$ cat src/rtl/mips_mem_arbiter.sv
// Avalon-MM master arbitrating the CPU fetch and data ports onto one shared slave.
// Round-robin between the two ports. Misaligned data accesses are answered locally.
// A sticky watchdog flags long waitrequest stalls but does not abort the transfer.
module mips_mem_arbiter #(
    parameter int unsigned TIMEOUT = 1024
) (
    input  logic        clk,
    input  logic        rst_n,
    input  logic        i_req,
    input  logic [31:0] i_addr,
    output logic        i_ack,
    output logic [31:0] i_rdata,
    input  logic        d_req,
    input  logic        d_we,
    input  logic [31:0] d_addr,
    input  logic [3:0]  d_be,
    input  logic [31:0] d_wdata,
    output logic        d_ack,
    output logic        d_err,
    output logic [31:0] d_rdata,
    output logic [31:0] address,
    output logic        read,
    output logic        write,
    output logic [31:0] writedata,
    output logic [3:0]  byteenable,
    input  logic        waitrequest,
    input  logic [31:0] readdata,
    output logic        bus_timeout
);

    localparam int unsigned CntW = $clog2(TIMEOUT + 1);

    typedef enum logic [1:0] {StIdle, StBus, StResp} state_e;

    state_e          state_q, state_d;
    logic            gnt_data_q, gnt_data_d;   // current transaction belongs to the data port
    logic            last_data_q, last_data_d; // last grant went to the data port
    logic [CntW-1:0] wait_cnt_q, wait_cnt_d;
    logic            bus_timeout_q, bus_timeout_d;
    logic [31:0]     address_q, address_d;
    logic            read_q, read_d;
    logic            write_q, write_d;
    logic [31:0]     writedata_q, writedata_d;
    logic [3:0]      byteenable_q, byteenable_d;
    logic            i_ack_q, i_ack_d;
    logic [31:0]     i_rdata_q, i_rdata_d;
    logic            d_ack_q, d_ack_d;
    logic            d_err_q, d_err_d;
    logic [31:0]     d_rdata_q, d_rdata_d;
    logic            pick_data;

    // Next-state: arbitration, bus issue/hold, completion and watchdog.
    always_comb begin
        state_d       = state_q;
        gnt_data_d    = gnt_data_q;
        last_data_d   = last_data_q;
        wait_cnt_d    = wait_cnt_q;
        address_d     = address_q;
        read_d        = read_q;
        write_d       = write_q;
        writedata_d   = writedata_q;
        byteenable_d  = byteenable_q;
        i_ack_d       = 1'b0;
        i_rdata_d     = i_rdata_q;
        d_ack_d       = 1'b0;
        d_err_d       = 1'b0;
        d_rdata_d     = d_rdata_q;
        // On a tie the data port wins unless it was the one granted last.
        pick_data     = d_req && (!i_req || !last_data_q);

        case (state_q)
            StIdle: begin
                if (d_req || i_req) begin
                    gnt_data_d  = pick_data;
                    last_data_d = pick_data;
                    if (pick_data && (d_addr[1:0] != 2'b00)) begin
                        state_d   = StResp;
                        d_ack_d   = 1'b1;
                        d_err_d   = 1'b1;
                        d_rdata_d = '0;
                    end else begin
                        state_d    = StBus;
                        wait_cnt_d = '0;
                        if (pick_data) begin
                            address_d    = {d_addr[31:2], 2'b00};
                            read_d       = !d_we;
                            write_d      = d_we;
                            byteenable_d = d_be;
                            writedata_d  = d_wdata;
                        end else begin
                            address_d    = {i_addr[31:2], 2'b00};
                            read_d       = 1'b1;
                            write_d      = 1'b0;
                            byteenable_d = 4'b1111;
                        end
                    end
                end
            end
            StBus: begin
                if (waitrequest) begin
                    // Saturate so the count never wraps during a very long stall.
                    if (wait_cnt_q < CntW'(TIMEOUT)) begin
                        wait_cnt_d = wait_cnt_q + CntW'(1);
                    end
                end else begin
                    state_d = StResp;
                    read_d  = 1'b0;
                    write_d = 1'b0;
                    if (gnt_data_q) begin
                        d_ack_d = 1'b1;
                        if (read_q) begin
                            d_rdata_d = readdata;
                        end
                    end else begin
                        i_ack_d = 1'b1;
                        if (read_q) begin
                            i_rdata_d = readdata;
                        end
                    end
                end
            end
            StResp: begin
                state_d = StIdle;
            end
            default: begin
                state_d = StIdle;
            end
        endcase

        bus_timeout_d = bus_timeout_q || ((state_q == StBus) && (wait_cnt_d == CntW'(TIMEOUT)));
    end

    // State and registered outputs.
    always_ff @(posedge clk or negedge rst_n) begin
        if (!rst_n) begin
            state_q       <= StIdle;
            gnt_data_q    <= 1'b0;
            last_data_q   <= 1'b0;
            wait_cnt_q    <= '0;
            bus_timeout_q <= 1'b0;
            address_q     <= '0;
            read_q        <= 1'b0;
            write_q       <= 1'b0;
            writedata_q   <= '0;
            byteenable_q  <= '0;
            i_ack_q       <= 1'b0;
            i_rdata_q     <= '0;
            d_ack_q       <= 1'b0;
            d_err_q       <= 1'b0;
            d_rdata_q     <= '0;
        end else begin
            state_q       <= state_d;
            gnt_data_q    <= gnt_data_d;
            last_data_q   <= last_data_d;
            wait_cnt_q    <= wait_cnt_d;
            bus_timeout_q <= bus_timeout_d;
            address_q     <= address_d;
            read_q        <= read_d;
            write_q       <= write_d;
            writedata_q   <= writedata_d;
            byteenable_q  <= byteenable_d;
            i_ack_q       <= i_ack_d;
            i_rdata_q     <= i_rdata_d;
            d_ack_q       <= d_ack_d;
            d_err_q       <= d_err_d;
            d_rdata_q     <= d_rdata_d;
        end
    end

    assign address     = address_q;
    assign read        = read_q;
    assign write       = write_q;
    assign writedata   = writedata_q;
    assign byteenable  = byteenable_q;
    assign i_ack       = i_ack_q;
    assign i_rdata     = i_rdata_q;
    assign d_ack       = d_ack_q;
    assign d_err       = d_err_q;
    assign d_rdata     = d_rdata_q;
    assign bus_timeout = bus_timeout_q;

endmodule

$ cat config.mk
export PLATFORM = sky130hd
export DESIGN_NAME = mips_mem_arbiter
export DESIGN_NICKNAME = d
export VERILOG_FILES = /design/src/rtl/mips_mem_arbiter.sv
export SDC_FILE = /design/constraint.sdc
export NUM_CORES = 1
export LEC_CHECK = 0
export BUFFER_PORTS_ARGS = -buffer_cell sky130_fd_sc_hd__buf_4
export CAP_MARGIN = 10
export CORE_MARGIN = 2
export CORE_UTILIZATION = 47
export CTS_CLUSTER_SIZE = 30
export DETAILED_ROUTE_END_ITERATION = 10
export PLACE_DENSITY = 0.86
export SYNTH_ARGS = -nofsm -noshare
export SYNTH_HDL_FRONTEND = slang
export SYNTH_SLANG_ARGS = --single-unit
$ cat constraint.sdc
create_clock -name clk -period 2.6 [get_ports clk]
set_input_delay 0.26 -clock clk [delete_from_list [all_inputs] [get_ports clk]]
set_output_delay 0.26 -clock clk [all_outputs]
set_load 0.02 [all_outputs]
# After elaboration in Yosys (flattened, before gate mapping)
# Index checks and enable logic that the tools add are counted.
# word_totals
mem_count	0
ram_bits	0
latchBits	0
regBits	152
in_bits	138
out_inout_bits	138
mem_bits_ro	0
wordCells	81
# op_classes
n_lt_le_gt_ge	1
multipliers	0
bitwise_logic	3
mux	35
reduce_logical	19
div_mod_pow	0
add_sub_neg	1
n_eq_ne	8
shift	0
# op_table
operator	n
2-to-1 mux 32 bit	6
one-hot mux 32 bit (2 select lines)	1
2-to-1 mux 11 bit	4
one-hot mux 11 bit (2 select lines)	1
2-to-1 mux 1 bit	15
inequality test 2 bit, second input constant	6
AND reduction 4 bit	3
adder 11 x 1 -> 11 bit, second input constant	1
equality test 11 bit, second input constant	1
< comparator 11 bit, second input constant	1
2-to-1 mux 2 bit	3
one-hot mux 1 bit (2 select lines)	3
AND reduction 6 bit	1
2-to-1 mux 4 bit	1
one-hot mux 2 bit (2 select lines)	1
AND reduction 2 bit	2
nonzero test 2 bit	2
logical AND 1 bit	3
zero test 1 bit	3
logical OR 1 bit	3
inverter 1 bit	3
AND reduction 3 bit	1
equality test 2 x 1 -> 1 bit, second input constant	1
zero test 2 bit	1

# Longest topological paths before layout
# Gate-level depths: netlist (run 1).
# logic_depth
ltp_word	10
mapped_depth	7
ltp_nobuf	7

# Worst setup path after synthesis (run 1)
# Ideal clock, no wire load.
# synth_timing
path_type	register to register
start	reg wait_cnt_q[0]
end	reg bus_timeout_q (netlist: bus_timeout)
stages_incl_launch_ff	7
t_arrival_ns	1.861
setup_time_ns	0.104
t_required_ns	2.496
path_buffers	0
period_less_slack_ns	1.965
setup_slack_ns	0.635
path_cell_list	dfrtp_1 ha_1 or3_1 o21ai_0 o2111ai_1 or3b_1 o41ai_2
# synth_between
elab_chain_cells	7
elab_cells_between_ends	10
classes_between	add/sub (1); order compare (1); eq/ne (1); mux (5); reduce/logical (2)
# synth_rtl
element	line	source
start, declared	38	logic [CntW-1:0] wait_cnt_q, wait_cnt_d;
start signal, assigned	155	wait_cnt_q <= wait_cnt_d;
adder 11 x 1 -> 11 bit or < comparator 11 bit (tied branches)	103, 102	
2-to-1 mux 11 bit	102	if (wait_cnt_q < CntW'(TIMEOUT)) begin
2-to-1 mux 11 bit	100	if (waitrequest) begin
one-hot mux 11 bit (2 select lines) *	71	case (state_q)
equality test 11 bit *	130	bus_timeout_d = bus_timeout_q || ((state_q == StBus) && (wait_cnt_d == CntW'(TIMEOUT)));
logical AND 1 bit *	130	
logical OR 1 bit *	130	
net bus_timeout_d	39	logic bus_timeout_q, bus_timeout_d;
end signal, assigned	156	bus_timeout_q <= bus_timeout_d;
end, declared	39	
# Mark *: on every way through the listed nets, which the timed path passes. The rest lies on a longest branch.
# A chain may end at the register's enable or synchronous reset.

# Final worst setup path (run 1)
# Same ends and word-level chain as after synthesis.

==> results of run 1 <==
-- power by group --
part | leakage [nW] | switching (mW) | internal [mW]
Sequential | 1.89 | 0.632 | 3.36
Clock | 0.302 | 0.932 | 1.61
Combinational | 2.38 | 2.89 | 2.19
Total | 4.57 | 4.45 | 7.16
-- flip-flops by register name (all words and copies together), names as in the netlist, 2 cells and up --
name / cells
writedata: 32
wait_cnt_q: 11
i_rdata: 32
byteenable: 4
state_q: 2
d_rdata: 32
address: 30
-- layer usage --
layer  vias to the layer above  track usage
li1                       2400            -
met1                      2438        0.276
met2                       233        0.404
met3                        17       0.0747
met4                         0       0.0816
met5                         -            0
-- metrics by stage --
step	hold slack [ns]	std cells	worst slack (ns)	area [µm²]
6_report	0.0633	999	0.484	9110
5_1_grt	0.0468	999	0.326	9110
4_1_cts	0.0513	999	0.489	9110
3_5_place_dp	0.311	966	0.513	8480
3_3_place_gp	0.312	966	0.542	8480
2_1_floorplan	-0.0356	540	0.635	6260
-- layout by cell type, fill, tap and decap left out, drive strengths merged, types with 4 or more instances in the layout --
master  instances
inv             9
nand3           6
clkbuf         21
buf           281
o21ai          74
a21o            4
nor2           16
a31oi           5
nand2b          4
dfrtp         150
mux2i          35
nand4           4
mux2           64
nand2         107
-- layout make-up --
cell class / instances / share of cell area
Clock inverter: 11 / 0.0159
Sequential cell: 150 / 0.412
Inverter: 7 / 0.00288
Clock buffer: 21 / 0.0527
Tap cell: 176 / 0.0242
Multi-Input combinational cell: 352 / 0.258
Timing Repair Buffer: 282 / 0.234
-- kinds of logic after synthesis --
kind of cell | Yosys count
compound gates | 98
mux | 99
xor+xnor | 1
buf+inv | 38
flops | 150
fa+ha+maj | 1
other cells | 1
simple gates | 151
-- final timing paths --
path,end
worst max register to register,bus_timeout$_DFF_PN0_
worst max-delay path,bus_timeout$_DFF_PN0_
worst min-delay path,writedata[17]$_DFFE_PN0P_
max in group asynchronous,address[6]$_DFFE_PN0P_
worst min register to register,bus_timeout$_DFF_PN0_
min in group asynchronous,i_rdata[24]$_DFFE_PN0P_
-- critical path: cells and delay by family, from the launching register on --
| kind | cells | cell delay [ns] |
|---|---|---|
| adder cells (fa/ha/maj) | 1 | 0.35 |
| flip-flops | 1 | 0.43 |
| AO/OA/AOI/OAI | 3 | 0.49 |
| AND/OR/NAND/NOR | 2 | 0.73 |
-- what timing repair did --
action | CTS | global route
hold endpoints to repair | 66 | 0
gates resized for setup | 0 | 0
hold buffers | 1 | 0
==> metrics.log, run 1 <==
[metrics] result of the run: completed
[metrics] count of flip-flops with a built-in enable after synthesis: 0
[metrics] synth cell count leaders: 150 x sky130_fd_sc_hd__dfrtp_1, 107 x sky130_fd_sc_hd__nand2_1, 72 x sky130_fd_sc_hd__o21ai_0
[metrics] worst endpoint required time: 2.92 ns
[metrics] met3 wire length: 1370 µm
[metrics] detailed-routing iteration count for the pre-antenna-repair pass: 5
[metrics] worst slew margin relative to its limit: 0.582
[metrics] final routed wire length divided by cell count: 16.4 µm
[metrics] total global routing track utilization: 0.234
[metrics] master of the slowest instance on the critical path: sky130_fd_sc_hd__dfrtp_1
[metrics] power density relative to cell area: 1270 mW/mm²
[metrics] launching element type of the critical path: register
[metrics] skew final: 0.0186 ns
[metrics] critical path class: register to register
[metrics] sum of internal, switching and leakage power: 11.6 mW
[metrics] Final Hold Viols: 0
[metrics] reg-to-reg setup timing slack: 0.48 ns
[metrics] minimum clock period after layout: 2.12 ns
[metrics] CP Max Fanout: 5
[metrics] area added between synthesis and finish: 45.6%
[metrics] via-per-instance ratio: 5.09
[metrics] share of synthesized cell area in and, or, nand and nor gates: 0.106
[metrics] transition time at the pin with the least slew margin: 0.627 ns
[metrics] Yosys top cell by area: sky130_fd_sc_hd__dfrtp_1
[metrics] routed metal-1 wire length: 6380 µm
[metrics] Max Used Layer: met4
[metrics] Buffers on Ports: 271
[metrics] Netlist cell types: 46
[metrics] total vias in the final route: 5088
[metrics] Synth Area in Compound Gates: 0.0914
[metrics] CORE AREA: 0.0131 mm²
[metrics] Starting Density: 0.476
[metrics] Worst Setup End Kind: register
[metrics] final core utilization: 0.694
[metrics] vias in the first global route: 5160
[metrics] hold path startpoint: d_wdata[17]
[metrics] buffer type at the clock tree root: sky130_fd_sc_hd__clkbuf_16
[metrics] average cell area after synthesis: 11.6 µm²
[metrics] period utilization: 0.814
[metrics] multiplexer share of the synthesized area: 0.171
[metrics] diode insertion count for antenna repair: 0
[metrics] half-perimeter wire length after detailed placement: 11800 µm
[metrics] leading register cell type out of synthesis: sky130_fd_sc_hd__dfrtp_1
[metrics] area enclosed by the die boundary: 0.0142 mm²
[metrics] maxcap violations: 0
[metrics] adder-cell share of the synthesized area: 0.00200
[metrics] number of stages on the worst hold path: 2
[metrics] number of sinks driven by the clock tree: 150
[metrics] largest family of logic cells by synthesized area: multiplexers
[metrics] number of slew-limit violations in the final report: 0
[metrics] fin nets: 949
[metrics] Fill cells: 995
[metrics] async set-or-reset flop fraction in the synthesized netlist: 1.00
[metrics] worst hold path type: input port to register
[metrics] WP data arrival: 2.43 ns
[metrics] die width: 119 µm
[metrics] crit path from: wait_cnt_q[0]$_DFF_PN0_
[metrics] multi-input logic area: 0.00235 mm²
[metrics] number of placement rows: 42
[metrics] CTS Buffer Depth: 2
[metrics] P_leak: 4.57 nW
[metrics] aggregate global routing overflow: 0
[metrics] die height: 119 µm
[metrics] Setup Buffers After CTS: 0
[metrics] Worst VDD drop: 722 µV
[metrics] routability congestion estimate from global placement: 0.902
[metrics] clock tree from TritonCTS: built
[metrics] area taken by flip-flops and latches: 0.00375 mm²
[metrics] post-synthesis share of cell area spent on xor and xnor gates: 0.00140
[metrics] wire length reported by the detailed router: 16400 µm
[metrics] number of CTS-inserted buffers: 17
[metrics] setup violation total in the final timing report: 0
[metrics] path depth of the worst reg2reg path: 6
[metrics] largest net degree at the start of global routing: 70
[metrics] cell types occupying the most area after synthesis: sky130_fd_sc_hd__dfrtp_1 60%, sky130_fd_sc_hd__mux2_2 12%, sky130_fd_sc_hd__nand2_1 6.4%, sky130_fd_sc_hd__o21ai_0 5.8%, sky130_fd_sc_hd__mux2i_1 5.6%
[metrics] post-synthesis cell area: 0.00626 mm²
[metrics] clock-pin slew on the worst setup and hold paths: 0.06 ns
[metrics] Post-route DRC: 0
[metrics] Max stage delay on crit path: 0.43 ns
[metrics] Synth Instances: 539
[metrics] met2 routed wirelength: 8420 µm
[metrics] first-pass GRT wire length: 26000 µm
[metrics] Yosys reg bits: 150
[metrics] maximum operating frequency: 473 MHz
[metrics] cells along the critical path: ha_1 > or3_1 > o21ai_0 > o2111ai_1 > or3b_1 > o41ai_2
[metrics] synth warn: 0
[metrics] antenna violations before repair: 0
[metrics] count leader, synth: sky130_fd_sc_hd__dfrtp_1
[metrics] IO Pins: 276
[metrics] TNS Setup: 0 ns
[metrics] ANT nets after route: 0
[metrics] clk_lat worst skew: 0.43 ns
[metrics] proportion of layout cells with a drive suffix above 1: 0.473
[metrics] count of H-tree levels built during CTS: 4
[metrics] count of routing violations after the opening detailed-route iteration: 246
[metrics] RSZ-0062 raised after global routing: false
[metrics] portion of synthesized cell area occupied by the leading cell type: 0.600
[metrics] Seq/Total Area, Yosys: 0.600
[metrics] startpoint of the most critical register-to-register path: wait_cnt_q[0]$_DFF_PN0_
(Power assumes the default switching activity.)
==> run 2, diff against run 1 <==
--- a/config.mk
+++ b/config.mk
@@ -5,13 +5,14 @@
 export SDC_FILE = /design/constraint.sdc
 export NUM_CORES = 1
 export LEC_CHECK = 0
+export ABC_AREA = 1
 export BUFFER_PORTS_ARGS = -buffer_cell sky130_fd_sc_hd__buf_4
 export CAP_MARGIN = 10
 export CORE_MARGIN = 2
-export CORE_UTILIZATION = 47
+export CORE_UTILIZATION = 43
 export CTS_CLUSTER_SIZE = 30
 export DETAILED_ROUTE_END_ITERATION = 10
-export PLACE_DENSITY = 0.86
+export PLACE_DENSITY = 0.82
 export SYNTH_ARGS = -nofsm -noshare
 export SYNTH_HDL_FRONTEND = slang
 export SYNTH_SLANG_ARGS = --single-unit
==> constraint.sdc (replaced) <==
create_clock -name clk -period 1.8 [get_ports clk]
set_input_delay 0.18 -clock clk [delete_from_list [all_inputs] [get_ports clk]]
set_output_delay 0.18 -clock clk [all_outputs]
set_load 0.02 [all_outputs]
==> metrics.log, run 2 <==
[metrics] master of the slowest instance on the critical path: sky130_fd_sc_hd__dfrtp_1
[metrics] largest family of logic cells by synthesized area: simple AND/OR/NAND/NOR gates
[metrics] Starting Density: 0.438
[metrics] post-route setup slack: 0.0573 ns
[metrics] clock tree from TritonCTS: built
[metrics] antenna violations before repair: 0
[metrics] critical path class: register to register
[metrics] Worst Setup End Kind: register
[metrics] half-perimeter wire length after detailed placement: 12400 µm
[metrics] worst endpoint required time: 2.14 ns
[metrics] CP Max Fanout: 16
[metrics] synth cell count leaders: 150 x sky130_fd_sc_hd__dfrtp_1, 128 x sky130_fd_sc_hd__nand2_1, 64 x sky130_fd_sc_hd__mux2_2
[metrics] clk_lat worst skew: 0.42 ns
[metrics] IO Pins: 276
[metrics] number of placement rows: 44
[metrics] detailed-routing iteration count for the pre-antenna-repair pass: 4
[metrics] adder-cell share of the synthesized area: 0.00197
[metrics] average cell area after synthesis: 10.1 µm²
[metrics] WP data arrival: 2.08 ns
[metrics] clock-pin slew on the worst setup and hold paths: 0.07 ns
[metrics] launching element type of the critical path: register
[metrics] via-per-instance ratio: 5.06
[metrics] count of H-tree levels built during CTS: 4
[metrics] Seq/Total Area, Yosys: 0.592
[metrics] die width: 125 µm
[metrics] Yosys reg bits: 150
[metrics] synth warn: 0
[metrics] Max stage delay on crit path: 0.42 ns
[metrics] final cell count without fillers: 1161
[metrics] Buffers on Ports: 271
[metrics] worst hold slack across all endpoints: 0.0149 ns
[metrics] worst setup path end: d_rdata[31]$_DFFE_PN0P_
[metrics] Netlist cell types: 26
[metrics] path depth of the worst reg2reg path: 9
[metrics] terminus of the critical flop-to-flop path: d_rdata[31]$_DFFE_PN0P_
[metrics] count leader, synth: sky130_fd_sc_hd__dfrtp_1
[metrics] Placed Cells: 1070
[metrics] count of routing violations after the opening detailed-route iteration: 363
[metrics] skew final: 0.00843 ns
[metrics] area added between synthesis and finish: 55.6%
[metrics] multiplexer share of the synthesized area: 0.114
[metrics] Synth Instances: 631
[metrics] area enclosed by the die boundary: 0.0157 mm²
[metrics] aggregate global routing overflow: 0
[metrics] Synth Area in Compound Gates: 0.0755
[metrics] Yosys top cell by area: sky130_fd_sc_hd__dfrtp_1
[metrics] final core utilization: 0.682
[metrics] share of synthesized cell area in and, or, nand and nor gates: 0.151
[metrics] minimum clock period after layout: 1.74 ns
[metrics] reg-to-reg setup timing slack: 0.06 ns
[metrics] final routed wire length divided by cell count: 16.8 µm
[metrics] cell types occupying the most area after synthesis: sky130_fd_sc_hd__dfrtp_1 59%, sky130_fd_sc_hd__mux2_2 11%, sky130_fd_sc_hd__nand2_1 7.6%, sky130_fd_sc_hd__inv_1 3.7%, sky130_fd_sc_hd__nand3_1 3.6%
[metrics] CTS Buffer Depth: 2
[metrics] period utilization: 0.968
[metrics] routability congestion estimate from global placement: 0.834
[metrics] maxcap violations: 0
[metrics] fin nets: 1103
[metrics] total vias in the final route: 5871
[metrics] buffer type at the clock tree root: sky130_fd_sc_hd__clkbuf_16
[metrics] startpoint of the most critical register-to-register path: state_q[0]$_DFFE_PN0P_
[metrics] number of CTS-inserted buffers: 17
[metrics] portion of synthesized cell area occupied by the leading cell type: 0.592
[metrics] proportion of layout cells with a drive suffix above 1: 0.410
[metrics] count of flip-flops with a built-in enable after synthesis: 0
[metrics] TNS Setup: 0 ns
[metrics] maximum operating frequency: 574 MHz
[metrics] leading register cell type out of synthesis: sky130_fd_sc_hd__dfrtp_1
[metrics] post-synthesis share of cell area spent on xor and xnor gates: 0
[metrics] async set-or-reset flop fraction in the synthesized netlist: 1.00
[metrics] number of sinks driven by the clock tree: 150
[metrics] P_leak: 4.95 nW
[metrics] wire length reported by the detailed router: 19500 µm
[metrics] number of slew-limit violations in the final report: 0
[metrics] result of the run: completed
[metrics] total global routing track utilization: 0.239
[metrics] final non-filler cell area: 0.00987 mm²
[metrics] top library cells by usage in the layout, fill and taps aside: 283 x sky130_fd_sc_hd__buf_4, 150 x sky130_fd_sc_hd__dfrtp_1, 127 x sky130_fd_sc_hd__nand2_1
[metrics] first-pass GRT wire length: 29900 µm
[metrics] worst hold path type: input port to register
[metrics] Post-route DRC: 0
[metrics] setup violation total in the final timing report: 0
[metrics] crit path from: state_q[0]$_DFFE_PN0P_
[metrics] cells along the critical path: nand2_2 > inv_1 > nand2_1 > o21ai_0 > a211oi_4 > buf_6 > buf_12 > nand3_1 > o21ai_1
[metrics] vias in the first global route: 5964
[metrics] sum of internal, switching and leakage power: 17.0 mW
[metrics] placed instance area: 0.00864 mm²
[metrics] power density relative to cell area: 1720 mW/mm²
[metrics] largest net degree at the start of global routing: 65
[metrics] Worst VDD drop: 932 µV
[metrics] minimum setup slack after placement: 0.0587 ns
[metrics] Final Hold Viols: 0
[metrics] post-synthesis cell area: 0.00634 mm²
[metrics] commonest non-fill, non-tap cell in the layout: sky130_fd_sc_hd__buf_4
[metrics] die height: 125 µm
[metrics] ANT nets after route: 0
[metrics] diode insertion count for antenna repair: 0
[metrics] CORE AREA: 0.0145 mm²
==> run 2: changes by cell type in the layout (fill, tap and decap cells not counted), sizes merged, moves of 4 or more <==
| cell | before | now |
|---|---|---|
| o21ai | 74 | 42 |
| nand2b | 4 | 0 |
| nand3 | 6 | 46 |
| a31oi | 5 | 30 |
| inv | 9 | 70 |
| buf | 281 | 292 |
| nand2 | 107 | 130 |
| nor2 | 16 | 55 |
| dlygate4sd3 | 1 | 51 |
| a21o | 4 | 0 |
| mux2i | 35 | 0 |
==> run 2: logic make-up (layout without fill, tap and decap cells) <==
kind of cell	after synthesis	in the layout
muxes	64	64
AOI/OAI and AO/OA	82	82
and+or+nand+nor	235	235
DFF	150	150
other	1	2
adders and majority gates	1	1
buffers and inverters	98	443
==> run 2: area by class of cell <==
class	instances	area [µm²]
Tap cell	184	230
Multi-Input combinational cell	384	2190
Clock buffer	17	425
Inverter	65	244
Clock inverter	15	169
Sequential cell	150	3750
Timing Repair Buffer	346	2860
Fill cell	1056	4610
==> run 2: how the worst min path moves through the flow <==
| stage | cells after the start | to | slack, ns | start |
|---|---|---|---|---|
| after global placement | 1 | i_rdata[0]$_DFFE_PN0P_ | 0.12 | rst_n |
| after floorplan | 0 | address[10]$_DFFE_PN0P_ | -0.12 | rst_n |
| final | 3 | d_rdata[19]$_DFFE_PN0P_ | 0.01 | readdata[19] |
| after global routing | 2 | writedata[15]$_DFFE_PN0P_ | 0.004 | d_wdata[15] |
| after CTS | 3 | d_rdata[26]$_DFFE_PN0P_ | 0.00006 | readdata[26] |
| after detailed placement | 1 | i_rdata[0]$_DFFE_PN0P_ | 0.11 | rst_n |
==> run 2: metal layers <==
metal	GRT usage	wire length (µm)	up-vias
met4	0.0974	524	0
met1	0.275	7360	2829
met3	0.0745	1560	39
li1	-	-	2730
met2	0.415	10100	273
met5	0	0	-
==> run 2: power by group <==
group          internal, mW  total, mW  leakage [nW]  switching [mW]
Combinational          3.46       7.85          2.83            4.39
Sequential             4.76       5.58          1.85           0.823
Clock                  2.08       3.57         0.277            1.49
Total                  10.3       17.0          4.95            6.70
==> run 2: critical path, delay by kind of cell, from the launching register on <==
family	cells	cell delay, ns
AOI/OAI and AO/OA	3	0.51
and+or+nand+nor	3	0.35
buffers and inverters	3	0.39
DFF	1	0.42
==> run 2: repair_timing <==
action | CTS | global route
endpoints found under the setup margin | 0 | 63
hold buffers | 49 | 2
endpoints found under the hold margin | 88 | 2
setup buffers | 0 | 4
resized for setup | 0 | 9
==> run 3, diff against run 2 <==
--- a/config.mk
+++ b/config.mk
@@ -10,9 +10,10 @@
 export CAP_MARGIN = 10
 export CORE_MARGIN = 2
 export CORE_UTILIZATION = 43
+export CTS_BUF_LIST = sky130_fd_sc_hd__clkbuf_16
 export CTS_CLUSTER_SIZE = 30
 export DETAILED_ROUTE_END_ITERATION = 10
-export PLACE_DENSITY = 0.82
+export PLACE_DENSITY = 0.76
 export SYNTH_ARGS = -nofsm -noshare
 export SYNTH_HDL_FRONTEND = slang
 export SYNTH_SLANG_ARGS = --single-unit
==> metrics.log, run 3 (same netlist as run 2, synthesis figures left out) <==
[metrics] launching element type of the critical path: register
[metrics] antenna violations before repair: 0
[metrics] top library cells by usage in the layout, fill and taps aside: 283 x sky130_fd_sc_hd__buf_4, 150 x sky130_fd_sc_hd__dfrtp_1, 127 x sky130_fd_sc_hd__nand2_1
[metrics] clock tree from TritonCTS: built
[metrics] Worst VDD drop: 898 µV
[metrics] TNS Setup: 0 ns
[metrics] maxcap violations: 0
[metrics] via-per-instance ratio: 4.92
[metrics] routability congestion estimate from global placement: 0.872
[metrics] crit path from: state_q[1]$_DFFE_PN0P_
[metrics] number of stages on the worst hold path: 2
[metrics] clk_lat worst skew: 0.42 ns
[metrics] power density relative to cell area: 1690 mW/mm²
[metrics] first-pass GRT wire length: 29500 µm
[metrics] P_leak: 4.96 nW
[metrics] Post-route DRC: 0
[metrics] master of the slowest instance on the critical path: sky130_fd_sc_hd__dfrtp_1
[metrics] IO Pins: 276
[metrics] buffer type at the clock tree root: sky130_fd_sc_hd__clkbuf_16
[metrics] count of H-tree levels built during CTS: 4
[metrics] vias in the first global route: 5770
[metrics] number of slew-limit violations in the final report: 0
[metrics] minimum clock period after layout: 1.70 ns
[metrics] number of CTS-inserted buffers: 17
[metrics] placed instance area: 0.00864 mm²
[metrics] total global routing track utilization: 0.238
[metrics] cells along the critical path: inv_2 > nand2_2 > inv_2 > nand2_1 > o21ai_2 > inv_2 > a211oi_4 > buf_6 > clkbuf_16 > nand3_1 > o21ai_0
[metrics] CORE AREA: 0.0145 mm²
[metrics] diode insertion count for antenna repair: 0
[metrics] aggregate global routing overflow: 0
[metrics] total vias in the final route: 5724
[metrics] worst endpoint required time: 2.11 ns
[metrics] commonest non-fill, non-tap cell in the layout: sky130_fd_sc_hd__buf_4
[metrics] terminus of the critical flop-to-flop path: d_rdata[8]$_DFFE_PN0P_
[metrics] skew final: 0.0116 ns
[metrics] maximum operating frequency: 588 MHz
[metrics] path depth of the worst reg2reg path: 11
[metrics] area enclosed by the die boundary: 0.0157 mm²
[metrics] reg-to-reg setup timing slack: 0.1 ns
[metrics] number of placement rows: 44
[metrics] cell seen most often among critical-path stages: sky130_fd_sc_hd__inv_2
[metrics] area added between synthesis and finish: 55.4%
[metrics] critical path class: register to register
[metrics] count of routing violations after the opening detailed-route iteration: 356
[metrics] period utilization: 0.945
[metrics] Starting Density: 0.438
[metrics] result of the run: completed
[metrics] proportion of layout cells with a drive suffix above 1: 0.405
[metrics] setup violation total in the final timing report: 0
[metrics] final core utilization: 0.681
[metrics] Max stage delay on crit path: 0.40 ns
[metrics] largest net degree at the start of global routing: 65
[metrics] CP Max Fanout: 16
[metrics] Buffers on Ports: 271
[metrics] Final Hold Viols: 0
[metrics] clock-pin slew on the worst setup and hold paths: 0.06 ns
[metrics] final routed wire length divided by cell count: 16.3 µm
[metrics] final non-filler cell area: 0.00986 mm²
[metrics] WP data arrival: 2.02 ns
[metrics] startpoint of the most critical register-to-register path: state_q[1]$_DFFE_PN0P_
[metrics] Worst Setup End Kind: register
[metrics] detailed-routing iteration count for the pre-antenna-repair pass: 4
[metrics] CTS Buffer Depth: 2
[metrics] number of sinks driven by the clock tree: 150
[metrics] die height: 125 µm
[metrics] half-perimeter wire length after detailed placement: 12300 µm
[metrics] worst hold path type: input port to register
[metrics] fin nets: 1106
[metrics] ANT nets after route: 0
[metrics] die width: 125 µm
[metrics] worst setup path end: d_rdata[8]$_DFFE_PN0P_
[metrics] sum of internal, switching and leakage power: 16.7 mW
[metrics] wire length reported by the detailed router: 19000 µm
## run 3: changes by cell type in the layout (fill, tap and decap cells not counted), moves of 2 or more
cell,before,now
sky130_fd_sc_hd__dlygate4sd3_1,51,55
sky130_fd_sc_hd__clkinv_4,1,4
sky130_fd_sc_hd__clkinvlp_4,5,2
sky130_fd_sc_hd__o21ai_0,34,36
## run 3: worst max-delay path: cells and delay by family (launching register included)
kind	cells	cell delay [ns]
buffers and inverters	5	0.55
AO/OA/AOI/OAI	3	0.42
flip-flops	1	0.40
AND/OR/NAND/NOR	3	0.25
## run 3: area by class of cell
type / count / area (µm²)
clock buffer: 17 / 425
clock inverter: 15 / 146
inverter: 65 / 244
multi-input combinational: 384 / 2180
sequential: 150 / 3750
tap: 184 / 230
timing repair buffer: 349 / 2880
fill: 1091 / 4620
## run 3: worst min path at each step
stage	startpoint	slack [ns]	to
after floorplan	rst_n	-0.12	address[10]$_DFFE_PN0P_
after global placement	rst_n	0.14	d_rdata[23]$_DFFE_PN0P_
after detailed placement	rst_n	0.15	d_rdata[23]$_DFFE_PN0P_
after CTS	readdata[16]	0.0004	i_rdata[16]$_DFFE_PN0P_
after global routing	readdata[16]	0.008	i_rdata[16]$_DFFE_PN0P_
final	readdata[16]	0.02	i_rdata[16]$_DFFE_PN0P_
## run 3: power breakdown
group          switching, mW  internal, mW  total (mW)
combinational           4.27          3.41        7.69
sequential             0.809          4.76        5.57
clock                   1.48          1.94        3.42
total                   6.56          10.1        16.7
## run 3: metrics by stage
| step | hold slack (ns) | instances | setup slack (ns) |
|---|---|---|---|
| 2_1_floorplan | -0.116 | 632 | 0.133 |
| 3_3_place_gp | 0.142 | 1071 | 0.172 |
| 3_5_place_dp | 0.149 | 1071 | 0.0741 |
| 4_1_cts | 0.000441 | 1158 | 0.0463 |
| 5_1_grt | 0.00792 | 1164 | -0.0137 |
| 6_report | 0.0235 | 1164 | 0.0984 |
## run 3: timing repair
action / CTS / global route
gates resized for setup: 0 / 4
endpoints found under the hold margin: 107 / 0
hold buffers: 55 / 0
setup buffers: 0 / 3
setup endpoints to repair: 0 / 37
## run 3: layer usage
metal	GRT usage	wire length (µm)
met5	0	0
met1	0.286	7630
met4	0.0941	447
met3	0.0573	1230
met2	0.411	9660
